===== src/rtl/opcode_alu.sv =====
// opcode_alu: 16-function ALU on two 12-bit unsigned operands, 32-bit registered result.
// Latency: 1 cycle (result of op/a/b at a rising edge appears on d after that edge), 1 op per cycle.
// Backpressure: none; op 15 (HOLD) freezes d. Optional flag outputs zf/nf under `OPCODE_FLAGS_EN.
module opcode_alu (
  input  logic        clk,
  input  logic        rst_n,
  input  logic [3:0]  op,
  input  logic [11:0] a,
  input  logic [11:0] b,
`ifdef OPCODE_FLAGS_EN
  output logic        zf,
  output logic        nf,
`endif
  output logic [31:0] d
);

  localparam logic [3:0] OP_HOLD = 4'd15;

  // Zero-extended operands so every arithmetic op is evaluated at full result width.
  logic [31:0] a_ext;
  logic [31:0] b_ext;
  assign a_ext = {20'b0, a};
  assign b_ext = {20'b0, b};

  // Rotate amount is b mod 12; doubling a and shifting exposes the rotated word in the top half.
  logic [3:0]  rot_amt;
  logic [23:0] rot_dbl;
  assign rot_amt = 4'(b % 12'd12);
  assign rot_dbl = {a, a} << rot_amt;

  // Division by zero is guarded so the divider never sees a zero divisor result path.
  logic [11:0] quo;
  logic [11:0] rem;
  assign quo = (b == 12'd0) ? 12'd0 : (a / b);
  assign rem = (b == 12'd0) ? a : (a % b);

  logic [31:0] nxt;

  // Decode every opcode into the value that d takes on the next edge.
  always_comb begin
    nxt = d;
    case (op)
      4'd0:  nxt = a_ext + b_ext;
      4'd1:  nxt = a_ext - b_ext;
      4'd2:  nxt = a_ext * b_ext;
      4'd3:  nxt = (b == 12'd0) ? 32'hFFFF_FFFF : {20'b0, quo};
      4'd4:  nxt = {20'b0, rem};
      4'd5:  nxt = {20'b0, a & b};
      4'd6:  nxt = {20'b0, a | b};
      4'd7:  nxt = {20'b0, a ^ b};
      4'd8:  nxt = {20'b0, ~a};
      4'd9:  nxt = a_ext << b[4:0];
      4'd10: nxt = {20'b0, a >> b[3:0]};
      4'd11: nxt = {20'b0, rot_dbl[23:12]};
      4'd12: nxt = {31'b0, (a == b)};
      4'd13: nxt = {31'b0, (a < b)};
      4'd14: nxt = {8'b0, a, b};
      4'd15: nxt = d;
    endcase
  end

  // Result register: cleared asynchronously, frozen during HOLD.
  always_ff @(posedge clk or negedge rst_n) begin
    if (!rst_n) begin
      d <= 32'd0;
    end else if (op != OP_HOLD) begin
      d <= nxt;
    end
  end

`ifdef OPCODE_FLAGS_EN
  // Flags track the value being loaded into d and freeze along with it during HOLD.
  always_ff @(posedge clk or negedge rst_n) begin
    if (!rst_n) begin
      zf <= 1'b0;
      nf <= 1'b0;
    end else if (op != OP_HOLD) begin
      zf <= (nxt == 32'd0);
      nf <= nxt[31];
    end
  end
`endif

endmodule


===== config.mk =====
export PLATFORM = sky130hd
export DESIGN_NAME = opcode_alu
export DESIGN_NICKNAME = d
export VERILOG_FILES = /design/src/rtl/opcode_alu.sv
export SDC_FILE = /design/constraint.sdc
export NUM_CORES = 1
export LEC_CHECK = 0
export BUFFER_PORTS_ARGS = -buffer_cell sky130_fd_sc_hd__buf_2
export CAP_MARGIN = 20
export CORE_MARGIN = 5
export CORE_UTILIZATION = 25
export CTS_CLUSTER_DIAMETER = 80
export DETAILED_ROUTE_END_ITERATION = 12
export SYNTH_ARGS = -nofsm -noshare
export SYNTH_HDL_FRONTEND = slang
export SYNTH_SLANG_ARGS = --single-unit
export TNS_END_PERCENT = 10

===== constraint.sdc =====
create_clock -name clk -period 5.15 [get_ports clk]
set_clock_uncertainty 0.15 [all_clocks]
set_input_delay 1.545 -clock clk [delete_from_list [all_inputs] [get_ports clk]]
set_output_delay 1.545 -clock clk [all_outputs]
set_load 0.02 [all_outputs]

* Word level (Yosys, flattened, before mapping)
Index checks and enable logic that the tools add are counted.
Storage, ports and cells: RAM bits 0, bits in read-only memories 0, output and inout bits 32, memories 0, register bits after elaboration 32, latch bits 0, word-level logic and storage cells 39, bits of input ports 30
Operators by class: add/subtract/negate cells 2, shift-type cells 3, equality and inequality tests 17, divide/modulo/power cells 3, bitwise gates (word level) 5, reductions and logical operators 3, mux-type cells 3, multipliers 1, magnitude comparators 1
Operators with widths (number):
- $pmux W32 S15 | 1
- $eq A4 B4 Y1 const B | 8
- $mux W32 | 1
- $shl A12 B5 Y32 | 1
- $mul A12 B12 Y24 | 1
- $shl A24 B4 Y24 | 1
- $eq A4 B3 Y1 const B | 4
- $add A12 B12 Y13 | 1
- $sub A12 B12 Y13 | 1
- $and A12 B12 Y12 | 1
- $div A12 B12 Y12 | 1
- $eq A12 B12 Y1 | 1
- $logic_not A12 Y1 | 1
- $lt A12 B12 Y1 | 1
- $mod A12 B12 Y12 | 1
- $mod A12 B4 Y12 const B | 1
- $mux W12 | 1
- $not A12 Y12 | 1
- $or A12 B12 Y12 | 1
- $shr A12 B4 Y12 | 1
- $xor A12 B12 Y12 | 1
- $eq A4 B2 Y1 const B | 2
- $eq A4 B1 Y1 const B | 1
- $logic_not A4 Y1 | 1
- 3 further kinds | 3

* Depth between registers and ports, before layout
depth after elaboration 3, gate-level depth with buffers 93, mapped depth without buffers 85

* Least setup slack after synthesis
OpenSTA, ideal clock, no wires.
kind input -> register, start point input port b[0], end point register d[0], data required time 4868 ps, arrival time 20645 ps, stages on the path 81, setup time 132 ps, path slack -15777 ps, path buffers 7, path through clkbuf_1 inv_1 clkbuf_1 buf_1 ha_1 nor2b_1 nand4_1 a2bb2oi_1 ha_1 o21a_1 o2111ai_1 mux2_2 inv_1 ha_1 nor2_1 a211o_1 or4_1 o21ai_1 [... 45 more ...] and3_1 and3_1 a221oi_1 a2111o_1 clkbuf_1 o21ai_0 o31a_1 ha_1 a21o_1 a21oi_1 nor2b_1 nor4_1 o41ai_1 o21ai_0 clkbuf_1 mux2_2 a211oi_1 o211ai_1
On the way: cells in the longest elaborated chain, start to end 3, elaborated cells between the ends (all ways) 18, classes of those cells add/sub (2); mul (1); div (3); order compare (1); eq/ne (1); shift (3); mux (3); bitwise (3); reduce/logical (1)
RTL lines:
- start: declaration | RTL line 9 | input logic [11:0] b,
- $mod A12 B4 Y12, or another cell as far along | RTL line 28 | assign rot_amt = 4'(b % 12'd12);
- $shl A24 B4 Y24, or another cell as far along | RTL line 29 | assign rot_dbl = {a, a} << rot_amt;
- $pmux W32 S15 * | RTL line 42 | case (op)
- end signal: assignment | RTL line 67 | d <= nxt;
- end: declaration | RTL line 14 | output logic [31:0] d
Every way passes the cells marked *; elsewhere a longest branch is shown, timed or not. A chain may end at the register's enable or synchronous reset.

* Final worst setup path
start point input port b[2], end point register d[1]
The elaborated chain is that of the path after synthesis.

==> impl_metrics.json <==
{
  "htreeDepth": 2,
  "layout_min_cycle_time_ns": 18.34,
  "place_congestion": 0.991,
  "worst_slew_pin_slew_ns": 1.05,
  "p_comb_frac": 0.896,
  "drt_iter0_drc": 1828,
  "reg2reg_depth": 7,
  "min_period_over_period": 3.56,
  "drv_slew": 0,
  "max_stage_delay_ns": 0.56,
  "die-area_sq_um": 63500,
  "fin_util": 0.376,
  "synth-edff-count": 0,
  "clkTransAtPathRegs_ns": 0.07,
  "ys_seq_area_frac": 0.0547,
  "synth_common_cells": "217 x nand2_1, 210 x nor2_1, 181 x ha_1, 167 x inv_1, 106 x a21oi_1",
  "place_ws_ns": -13.88,
  "arrival_ns": 18.36,
  "ys_types": 100,
  "r2r_slack_ns": 2.86,
  "crit_buf_inv": 10,
  "grt_usage": 0.226,
  "placed_cell_area_sq_um": 20200,
  "regMostFlops": "d",
  "viasPerCell": 5.55,
  "crit_type": "in -> reg",
  "status": "finished with violations",
  "crit_fanout": 7,
  "switching_share": 0.491,
  "routedWlPerCell_um": 22.6,
  "cts_tree": "built",
  "crit_path_end_kind": "register",
  "power_frac_seq": 0.054,
  "initial_utilization": 0.253,
  "hold_class": "reg -> reg",
  "dr.pass1.iters": 7,
  "drc": 0,
  "ys_seq_elements": 32,
  "power_leakage_nw": 10.2,
  "synth_area_leader_cell": "ha_1",
  "crit_required_ns": 5.17,
  "final_hold_viol_count": 0,
  "synthTopCellsByArea": "ha_1 15%, fa_1 14%, nand2_1 5.6%",
  "grt_pass1_wl_um": 113000,
  "clockRootBuffer": "clkbuf_16",
  "power.density_nw_per_um2": 299,
  "synth_area_per_cell_sq_um": 7.41,
  "max_cap_viol_count": 0,
  "clk_path_buf_depth": 2,
  "grt_max_degree": 54,
  "setup_slack_ns": -13.19,
  "yosysMostFrequentCell": "nand2_1",
  "area_delta_synth_final_pct": 48.6,
  "reg.largest.list": "d x32",
  "async_flop_share": 1.00,
  "numCtsBuffers": 5,
  "path_delay_family": "compound AO/OA/AOI/OAI gates",
  "vias": 18400,
  "use_met1": 0.290,
  "largest_reg_flops": 32,
  "row_count": 88,
  "finalInstanceArea_sq_um": 21700,
  "drive_gt1_frac": 0.360,
  "rsz0062_at_grt": "yes",
  "grt_pass1_vias": 18700,
  "p_switching_w": 0.00319,
  "clock-sinks": 32,
  "final_net_count": 2857,
  "min_path_cells": 2,
  "busiest_layer": "met2",
  "yosys_warnings": 0,
  "timing.fmax_mhz": 54.5,
  "met2_usage": 0.373,
  "wl_um": 75000,
  "fin_setup_tns_ns": -177.26,
  "synth_flop_cell": "dfrtp_1",
  "clock_latency_ns": 0.29,
  "dp_hpwl_um": 57500,
  "antenna_found_initial": 6,
  "io_pins": 62,
  "die_w_um": 252,
  "reg2reg_to": "d[9]",
  "cp-start-kind": "primary input",
  "violations": "setup timing",
  "crit-reg2reg-launch": "d[9]",
  "vdd_drop_max_uv": 688,
  "die_h_um": 252,
  "syn_area_sq_um": 14600,
  "core-area_sq_um": 57800,
  "ctsHoldBuffers": 0,
  "final_antenna_net_count": 0,
  "synth_top_area_frac": 0.155,
  "worstHoldStart": "d[7]",
  "cp_slowest_cell": "or4_4",
  "finalSetupViolCount": 24,
  "path_common_cell": "ha_4",
  "syn_inst": 1974,
  "syn_nets": 2288,
  "grt_overflow": 0,
  "cellInternalPower_w": 0.00331,
  "worstHoldEndpoint": "d[7]",
  "grt_util_met3": 0.0397,
  "relSlewSlack": 0.294,
  "power_w": 0.00651,
  "port_buffers": 61,
  "p_clk_frac": 0.050
}
-- power groups by stage --
| stage | sequential, W | clock [W] | combinational (W) |
|---|---|---|---|
| floorplan | 0.000390 | 0 | 0.00297 |
| global placement | 0.000360 | 0 | 0.00545 |
| detailed placement | 0.000360 | 0 | 0.00552 |
| CTS | 0.000356 | 0.000325 | 0.00572 |
| global route | 0.000357 | 0.000337 | 0.00637 |
| finish | 0.000354 | 0.000325 | 0.00583 |
-- worst max path at each step --
stage	startpoint	depth (start not counted)	slack, ns	end
3_3_place_gp	b[4]	79	-13.44	d[7]
5_1_grt	b[8]	78	-13.83	d[1]
3_5_place_dp	b[10]	81	-13.88	d[0]
6_report	b[2]	81	-13.19	d[1]
2_1_floorplan	b[0]	82	-13.06	d[0]
4_1_cts	b[8]	79	-12.81	d[1]
-- cells by family (layout without fill, tap and decap cells) --
kind of cell / after synthesis / after routing / synth area share
compound gates: 569 / 569 / 0.274
xor+xnor: 70 / 70 / 0.0419
fa+ha+maj: 284 / 284 / 0.296
buf+inv: 294 / 864 / 0.0786
other cells: 0 / 4 / 0
mux: 49 / 49 / 0.0381
simple gates: 676 / 676 / 0.217
flops: 32 / 32 / 0.0547
-- layout by cell type (no fill, tap or decap), drive strengths merged, types with 30 or more instances in the layout --
cell	n
a21oi	106
buf	680
dfrtp	32
fa	103
ha	181
inv	171
nand2	217
nand3	39
nor2	211
nor3	51
o211ai	32
o21a	30
o21ai	106
o22ai	30
xnor2	46
-- layout make-up --
type / instances / area (sq um)
clock inverters: 1 / 7.51
fillers: 5958 / 36100
clock buffers: 7 / 143
well taps: 765 / 957
multi-input cells: 1648 / 14000
inverters: 176 / 668
diodes: 4 / 10.0
flip-flops and latches: 32 / 801
repair buffers: 680 / 5180
-- metal layers --
metal  part of all wire  wire length, um
met1               0.40            30200
met2               0.45            34000
met3              0.085             6360
met4              0.058             4370
met5            0.00032               24
-- per-stage QoR --
step | instances | hold WS (ns)
3_5_place_dp | 3232 | 0.345
5_1_grt | 3311 | 0.393
4_1_cts | 3294 | 0.358
6_report | 3313 | 0.351
2_1_floorplan | 1974 | 0.456
3_3_place_gp | 3232 | 0.337
-- what timing repair did --
item,4_1_cts,5_1_grt
pin swaps,98,33
gates cloned,0,0
setup endpoints to repair,24,24
setup buffers,56,15
resized for setup,151,39
-- worst reg2reg max path, cell delays in order, from the launching register on --
cell and delay (ns):
dfrtp_1 0.46, a221oi_1 0.35, o311ai_0 0.22, a2111oi_0 0.34, buf_4 0.18, o221ai_1 0.17, a221oi_2 0.22, a21oi_1 0.09
(Power assumes the default switching activity.)
